`src/rtl/nn_vote_filter.sv`:
```
// nn_vote_filter: sliding-window majority vote over classifier decisions.
// Keeps the last DEPTH accepted species codes, tracks a vote counter per
// class, and publishes a registered majority species, its vote count, the
// window fill level, a stability flag and a one-cycle change strobe.
//
// Ports:
//   clk_i          rising-edge clock
//   rst_i          synchronous active-high reset (overrides everything)
//   clear_i        synchronous window flush (keeps reject counter)
//   in_valid_i     new classification present on species_i / final_i
//   species_i      class code from the classifier
//   final_i        unsigned classifier score
//   out_valid_o    outputs reflect a newly accepted sample (one cycle)
//   maj_species_o  majority class, 4'hF when the window is empty
//   maj_count_o    votes held by maj_species_o
//   fill_o         accepted samples in window, saturates at DEPTH
//   stable_o       maj_count_o >= THRESH
//   change_o       one-cycle pulse when the stable decision switches
//   reject_cnt_o   rejected samples, saturating at 255
module nn_vote_filter #(
  parameter int unsigned DEPTH       = 8,
  parameter int unsigned NUM_CLASSES = 3,
  parameter int unsigned THRESH      = 5,
  parameter int unsigned MIN_SCORE   = 1
) (
  input  logic        clk_i,
  input  logic        rst_i,
  input  logic        clear_i,
  input  logic        in_valid_i,
  input  logic [3:0]  species_i,
  input  logic [31:0] final_i,
  output logic        out_valid_o,
  output logic [3:0]  maj_species_o,
  output logic [3:0]  maj_count_o,
  output logic [3:0]  fill_o,
  output logic        stable_o,
  output logic        change_o,
  output logic [7:0]  reject_cnt_o
);

  // Class index width: at most four classes, so two bits per window slot.
  localparam int unsigned CW = 2;
  localparam int unsigned NW = 4;
  localparam int unsigned RW = 8;
  localparam logic [3:0] NONE = 4'hF;

  // Window / counter stage (updated on the accepting edge).
  logic [CW-1:0] win_q [DEPTH];
  logic [CW-1:0] win_d [DEPTH];
  logic [NW-1:0] cnt_q [NUM_CLASSES];
  logic [NW-1:0] cnt_d [NUM_CLASSES];
  logic [NW-1:0] fill_q, fill_d;
  logic          pend_q;

  // Published result stage (updated one edge after acceptance).
  logic          out_valid_q;
  logic [3:0]    maj_q, maj_d;
  logic [NW-1:0] count_q;
  logic [NW-1:0] fill_out_q;
  logic          stable_q, stable_d;
  logic          change_q, change_d;
  logic [3:0]    last_q;
  logic [RW-1:0] reject_q;

  logic          accept_c;
  logic          reject_c;
  logic          evict_c;
  logic [CW-1:0] new_cls_c;
  logic [CW-1:0] old_cls_c;
  logic [NW-1:0] best_cnt_c;
  logic [CW-1:0] best_idx_c;
  logic          keep_c;

  // Sample qualification; clear suppresses both acceptance and rejection.
  always_comb begin
    accept_c  = in_valid_i && !clear_i
                && (species_i < 4'(NUM_CLASSES))
                && (final_i >= 32'(MIN_SCORE));
    reject_c  = in_valid_i && !clear_i && !accept_c;
    new_cls_c = species_i[CW-1:0];
    old_cls_c = win_q[DEPTH-1];
    evict_c   = (fill_q == NW'(DEPTH));
  end

  // Shift the new code in; when full, the oldest slot is retired so its
  // counter drops on the same edge the new counter rises.
  always_comb begin
    win_d  = win_q;
    cnt_d  = cnt_q;
    fill_d = fill_q;
    if (accept_c) begin
      win_d[0] = new_cls_c;
      for (int i = 1; i < int'(DEPTH); i++) begin
        win_d[i] = win_q[i-1];
      end
      if (!evict_c) begin
        fill_d = fill_q + NW'(1);
      end
      for (int c = 0; c < int'(NUM_CLASSES); c++) begin
        cnt_d[c] = cnt_q[c]
                   + NW'(new_cls_c == CW'(c))
                   - NW'(evict_c && (old_cls_c == CW'(c)));
      end
    end
  end

  // Majority over the current counters. Ascending scan with strict '>'
  // yields the lowest tied index; an incumbent that is still tied wins.
  always_comb begin
    best_cnt_c = '0;
    best_idx_c = '0;
    keep_c     = 1'b0;
    for (int c = 0; c < int'(NUM_CLASSES); c++) begin
      if (cnt_q[c] > best_cnt_c) begin
        best_cnt_c = cnt_q[c];
        best_idx_c = CW'(c);
      end
    end
    for (int c = 0; c < int'(NUM_CLASSES); c++) begin
      if ((maj_q == 4'(c)) && (cnt_q[c] == best_cnt_c)) begin
        keep_c = 1'b1;
      end
    end
    if (best_cnt_c == '0) begin
      maj_d = NONE;
    end else if (keep_c) begin
      maj_d = maj_q;
    end else begin
      maj_d = 4'(best_idx_c);
    end
    stable_d = (best_cnt_c >= NW'(THRESH));
    change_d = stable_d && (maj_d != last_q);
  end

  // Window, counters and fill.
  always_ff @(posedge clk_i) begin
    if (rst_i || clear_i) begin
      for (int i = 0; i < int'(DEPTH); i++) begin
        win_q[i] <= '0;
      end
      for (int c = 0; c < int'(NUM_CLASSES); c++) begin
        cnt_q[c] <= '0;
      end
      fill_q <= '0;
      pend_q <= 1'b0;
    end else begin
      win_q  <= win_d;
      cnt_q  <= cnt_d;
      fill_q <= fill_d;
      pend_q <= accept_c;
    end
  end

  // Published result, registered one edge after the accepting edge.
  always_ff @(posedge clk_i) begin
    if (rst_i || clear_i) begin
      out_valid_q <= 1'b0;
      maj_q       <= NONE;
      count_q     <= '0;
      fill_out_q  <= '0;
      stable_q    <= 1'b0;
      change_q    <= 1'b0;
      last_q      <= NONE;
    end else begin
      out_valid_q <= pend_q;
      change_q    <= 1'b0;
      if (pend_q) begin
        maj_q      <= maj_d;
        count_q    <= best_cnt_c;
        fill_out_q <= fill_q;
        stable_q   <= stable_d;
        change_q   <= change_d;
        if (change_d) begin
          last_q <= maj_d;
        end
      end
    end
  end

  // Saturating reject counter; survives clear, not reset.
  always_ff @(posedge clk_i) begin
    if (rst_i) begin
      reject_q <= '0;
    end else if (reject_c && (reject_q != {RW{1'b1}})) begin
      reject_q <= reject_q + RW'(1);
    end
  end

  assign out_valid_o   = out_valid_q;
  assign maj_species_o = maj_q;
  assign maj_count_o   = count_q;
  assign fill_o        = fill_out_q;
  assign stable_o      = stable_q;
  assign change_o      = change_q;
  assign reject_cnt_o  = reject_q;

endmodule

```
`config.mk`:
```
export PLATFORM = sky130hd
export DESIGN_NAME = nn_vote_filter
export DESIGN_NICKNAME = d
export VERILOG_FILES = /design/src/rtl/nn_vote_filter.sv
export SDC_FILE = /design/constraint.sdc
export NUM_CORES = 1
export LEC_CHECK = 0
export BUFFER_PORTS_ARGS = -buffer_cell sky130_fd_sc_hd__buf_2
export CORE_MARGIN = 10
export CORE_UTILIZATION = 48
export CTS_BUF_LIST = sky130_fd_sc_hd__clkbuf_2
export DETAILED_ROUTE_END_ITERATION = 7
export HOLD_SLACK_MARGIN = 0.03
export PLACE_DENSITY = 0.75
export SKIP_CTS_REPAIR_TIMING = 1
export SLEW_MARGIN = 0
export SYNTH_ARGS = -nofsm -noshare
export SYNTH_HDL_FRONTEND = slang
export SYNTH_SLANG_ARGS = --single-unit
```
`constraint.sdc`:
```
create_clock -name clk_i -period 12.4 [get_ports clk_i]
set_input_delay 2.48 -clock clk_i [delete_from_list [all_inputs] [get_ports clk_i]]
set_output_delay 2.48 -clock clk_i [all_outputs]
set_load 0.02 [all_outputs]
```
## Yosys cells after proc, flatten, opt, wreduce, memory -nomap -nowiden

Cells that the tools add are included.

| storage, ports and cells | value |
|---|---|
| flip-flop bits (word level) | 60 |
| bits in latches | 0 |
| memory bits (writable) | 0 |
| memory bits (read-only) | 0 |
| bits of input ports | 40 |
| logic and storage cells | 81 |
| memories | 0 |

| operators by class | value |
|---|---|
| add/sub/neg operators | 8 |
| multipliers | 0 |
| divide/modulo/power cells | 0 |
| magnitude comparators | 6 |
| eq/ne operators | 12 |
| shift-type cells | 0 |
| mux-type cells | 10 |
| bitwise logic cells | 2 |
| reductions and logical operators | 22 |

Operators by type and width:

| cell | number |
|---|---|
| 32-bit by 1-bit >= comparator with 1-bit output (second input constant) | 1 |
| 4-bit 2-to-1 mux | 5 |
| 4-bit by 1-bit adder with 4-bit output | 3 |
| 4-bit == test | 3 |
| 1-bit logical AND | 12 |
| 4-bit by 1-bit subtractor with 4-bit output | 3 |
| 8-bit by 1-bit adder with 8-bit output (second input constant) | 1 |
| 4-bit greater-than comparator | 2 |
| 4-bit logical NOT | 2 |
| 8-bit != test (second input constant) | 1 |
| 4-bit by 1-bit adder with 4-bit output (second input constant) | 1 |
| 2-bit by 1-bit == test with 1-bit output (second input constant) | 2 |
| 2-bit == test (second input constant) | 2 |
| 4-bit by 1-bit == test with 1-bit output (second input constant) | 1 |
| 4-bit by 2-bit == test with 1-bit output (second input constant) | 1 |
| 4-bit == test (second input constant) | 1 |
| 4-bit by 3-bit >= comparator with 1-bit output (second input constant) | 1 |
| 4-bit by 1-bit greater-than comparator with 1-bit output (second input constant) | 1 |
| 2-bit logical NOT | 2 |
| 4-bit by 2-bit < comparator with 1-bit output (second input constant) | 1 |
| 1-bit 2-to-1 mux | 4 |
| 4-bit != test | 1 |
| 2-bit AND reduction | 2 |
| 1-bit logical NOT | 2 |
| other kinds (4) | 5 |

## Depth between registers and ports, before layout

| depth | value |
|---|---|
| depth in word-level cells | 16 |
| depth in mapped cells | 20 |
| mapped depth without buffers | 19 |

## Worst setup path after synthesis

Ideal clock, no wire load.

| timing path | value |
|---|---|
| path kind | register -> register |
| from | reg cnt_q[10] (netlist bit) |
| to | reg change_q, in the netlist change_o |
| library setup time | 0.091 ns |
| data arrival time | 4.672 ns |
| required time | 12.309 ns |
| path slack | 7.637 ns |
| cell stages (with the launch flop) | 20 |
| buffers on the path | 0 |
| path through | dfxtp_1 -> inv_1 -> ha_1 -> or3b_1 -> nand2_1 -> ha_1 -> a21oi_2 -> nor2_2 -> a32o_2 -> nor2_1 -> ha_1 -> nor2b_1 -> o211a_1 -> o21ai_1 -> nor2_1 -> o32a_1 -> or4_4 -> a311o_1 -> xnor2_1 -> a311oi_1 |

| on the way | value |
|---|---|
| longest elaborated chain between the ends | 15 |
| elaborated cells on any way between the ends | 23 |

RTL lines:

| item | RTL line | source |
|---|---|---|
| from (decl) | 50 | `logic [NW-1:0] cnt_q [NUM_CLASSES];` |
| from (signal assigned) | 148 | `cnt_q <= cnt_d;` |
| 4-bit by 1-bit greater-than comparator with 1-bit output | 114 | `if (cnt_q[c] > best_cnt_c) begin` |
| 4-bit 2-to-1 mux | 114 |  |
| 4-bit greater-than comparator | 114 |  |
| 4-bit 2-to-1 mux | 114 |  |
| 4-bit greater-than comparator | 114 |  |
| 4-bit 2-to-1 mux | 114 |  |
| 4-bit == test | 120 | `if ((maj_q == 4'(c)) && (cnt_q[c] == best_cnt_c)) begin` |
| 1-bit logical AND | 120 |  |
| 1-bit 2-to-1 mux (3 in series) | 120 |  |
| 4-bit 2-to-1 mux | 126 | `end else if (keep_c) begin` |
| 4-bit 2-to-1 mux | 124 | `if (best_cnt_c == '0) begin` |
| 4-bit != test | 132 | `change_d = stable_d && (maj_d != last_q);` |
| 1-bit logical AND * | 132 |  |
| to (signal assigned) | 172 | `change_q <= change_d;` |
| to (decl) | 61 | `logic change_q, change_d;` |

Mark *: on every way between the ends. The rest lies on a longest branch, timed or not.
A chain may end at the register's enable or synchronous reset.

## Worst setup path after layout

Ends and elaborated chain as after synthesis.

==> run summary <==
Status - finished clean
Worst Skew - 0.02040 ns
Hold Path Class - reg2reg
Peak Freq - 174.8 MHz
Design area - 0.003944 mm^2
Total wire length - 7707 um
Synthesized area - 0.003443 mm^2
Worst slack, placed - 6.773 ns
Syn avg cell area - 8.502 um^2
P_int - 273.1 uW
Final hold vios - 0
Net Count, Synth - 472
Flops & latches, synth - 60
Synth area leaders - dfxtp_1 (35%), ha_1 (8.7%), mux2i_1 (7.8%), nor2_1 (7.3%), xnor2_1 (4.1%)
TritonRoute pass-1 iters - 4
CP most frequent cell - ha_1
Yosys cell types - 58
Area occupied by multi-input gates - 0.002083 mm^2
Arrival time worst endpoint - 6.13 ns
Height of the die - 104.7 um
Total CTS buffers - 9
Gate power share - 7.3%
Clock power share - 38.8%
Total power - 361.3 uW
Vias - 3052
Initial DRC Count - 101
Gate Count Post-Synth - 405
Share of cells above drive strength 1 - 18.84%
Sequential Area - 0.001201 mm^2
Sw Ratio - 24.42%
Number of synthesized flops with an enable pin - 0
Core footprint - 0.006869 mm^2
Synth top cells by count - nor2_1 (67), dfxtp_1 (60), nand2_1 (29), mux2i_1 (27), inv_1 (26)
Worst skew pair latency - 0.49 ns
Highest metal used - met4
DR WL met2 - 3576 um
Total GRT Usage - 14.31%
Max-Cap Viols - 0
Min cycle time layout - 5.721 ns
Worst stage delay on the critical path - 0.76 ns
Post-DR vias/cell - 5.421
Gr ovfl total - 0
Clk root buf - clkbuf_2
H-tree Lvls - 3
Number of antenna diodes - 0
Top_reg_cell synth - dfxtp_1
Worst hold margin - 0.4560 ns
IO Port Bufs - 62
Rel. slew slack - 31.72%
Area Overhead vs Synth - 14.53%
Crit Path Class - reg2reg
Post-DRT Antenna Nets - 0
Final WS setup - 6.679 ns
Count leader, synth - nor2_1
Die Wd - 104.7 um
Util after Layout - 57.41%
First-pass GRT wire length - 13510 um
Final std cells w/o fill - 563
P per Cell Area - 91.62 mW/mm^2
Seq/Total Area, Yosys - 34.88%
Ys async rst share - 0%
Io pins - 63
Placer Congestion - 0.8803
Setup-failing EPs final - 0
Worst VDD drop - 0.00005309 V
DRC - 0
Period utilization - 46.13%
Pin count of the biggest net entering global routing - 45
Vias in the first global route - 3078
Flop pwr share - 53.9%
Slew @ Worst Pin - 1.024 ns
Wire length on met3 - 577 um
Synth top area share - 34.88%
Pleak - 1.642 nW
Crit path capture type - register
FP Rows - 30
CP cell instances - inv_1 -> ha_1 -> or3b_1 -> nand2_1 -> ha_1 -> a21oi_2 -> nor2_2 -> a32o_2 -> nor2_1 -> ha_1 -> nor2b_1 -> o211a_1 -> o21ai_1 -> nor2_1 -> o32a_1 -> or4_4 -> a311o_1 -> xnor2_1 -> a311oi_1
CTS Buffer Depth - 2
Initial Util - 50.13%
Slowest cell on crit path - o21ai_1
Nets@finish - 529
Number of warnings issued by yosys - 0
Metal-1 WL - 3433 um
Crit-path max FO - 16
Die ar. - 0.01096 mm^2
Switch Pwr - 88.25 uW
RSZ-0062 raised after global routing - false
Final slew viol count - 0
CTS tree - yes
Dpl cell area - 0.003812 mm^2
Setup TNS - 0 ns
Crit start category - register
Wire length per cell - 13.69 um
Clock slew at reported path FFs - 0.16 ns
Clock sinks - 60
Initial antenna violation count - 0
# fillers - 626
CP required - 12.81 ns
Area leader, netlist - dfxtp_1
Final HPWL DP - 5910 um
Placed insts - 547
[cell usage in the layout (no fill, tap or decap), types with 11 or more instances in the layout]
| cell type | Yosys | final |
|---|---|---|
| nor2_1 | 67 | 67 |
| buf_2 | 2 | 62 |
| dfxtp_1 | 60 | 60 |
| nand2_1 | 29 | 29 |
| mux2i_1 | 27 | 27 |
| inv_1 | 26 | 26 |
| ha_1 | 24 | 24 |
| a21oi_1 | 18 | 18 |
| xnor2_1 | 16 | 16 |
| nor4_1 | 11 | 11 |
| clkbuf_2 | 0 | 11 |
[critical path, delay by kind of cell (launching register included)]
family,cells,cell delay (ns)
compound gates,7,2.58
buf+inv,1,0.14
flops,1,0.37
xor+xnor,1,0.14
fa+ha+maj,3,0.78
simple gates,7,1.65
[power groups by stage]
stage	combinational, mW	clock, mW	sequential, mW
6_report	0.0263	0.140	0.195
5_1_grt	0.0297	0.150	0.195
4_1_cts	0.0266	0.143	0.195
3_5_place_dp	0.0263	0	0.199
3_3_place_gp	0.0259	0	0.199
2_1_floorplan	0.0161	0	0.199
[kinds of logic (layout without fill, tap and decap cells)]
logic type / count (synthesis) / count (layout) / synth area share (%)
compound gates: 64 / 64 / 13.48
xor+xnor: 24 / 24 / 6.105
fa+ha+maj: 27 / 27 / 10.47
buf+inv: 42 / 104 / 4.651
flops: 60 / 60 / 34.88
mux: 27 / 27 / 7.849
simple gates: 161 / 161 / 22.57
[flip-flops by register name (all words and copies together) (netlist names)]
register and cells:
change_o 1, old_cls_c 2, fill_o 4, maj_count_o 4, last_q 4, out_valid_o 1, reject_cnt_o 8, cnt_q 12
pend_q 1, stable_o 1, maj_species_o 4, win_q 14, fill_q 4
[cell type report]
type,count,area share (%)
clock buffer,11,1.396
clock inverter,5,1.935
inverter,26,2.475
multi-input combinational,303,52.82
sequential,60,30.46
tap,96,3.046
timing repair buffer,62,7.868
[final timing paths]
kind	cells past startpoint	start	end	slack (ns)
min	2	last_q[3]	last_q[3]	0.46
max	19	cnt_q[10]	change_o	6.68
min reg2reg	2	last_q[3]	last_q[3]	0.46
max reg2reg	19	cnt_q[10]	change_o	6.68
[metal layers]
| layer | track usage (%) | vias up |
|---|---|---|
| met4 | 4.412 | 0 |
| li1 | - | 1532 |
| met1 | 16.31 | 1405 |
| met3 | 6.265 | 17 |
| met2 | 23.63 | 98 |
| met5 | 0 | - |
Note: power is estimated with default switching activity, not from simulation.
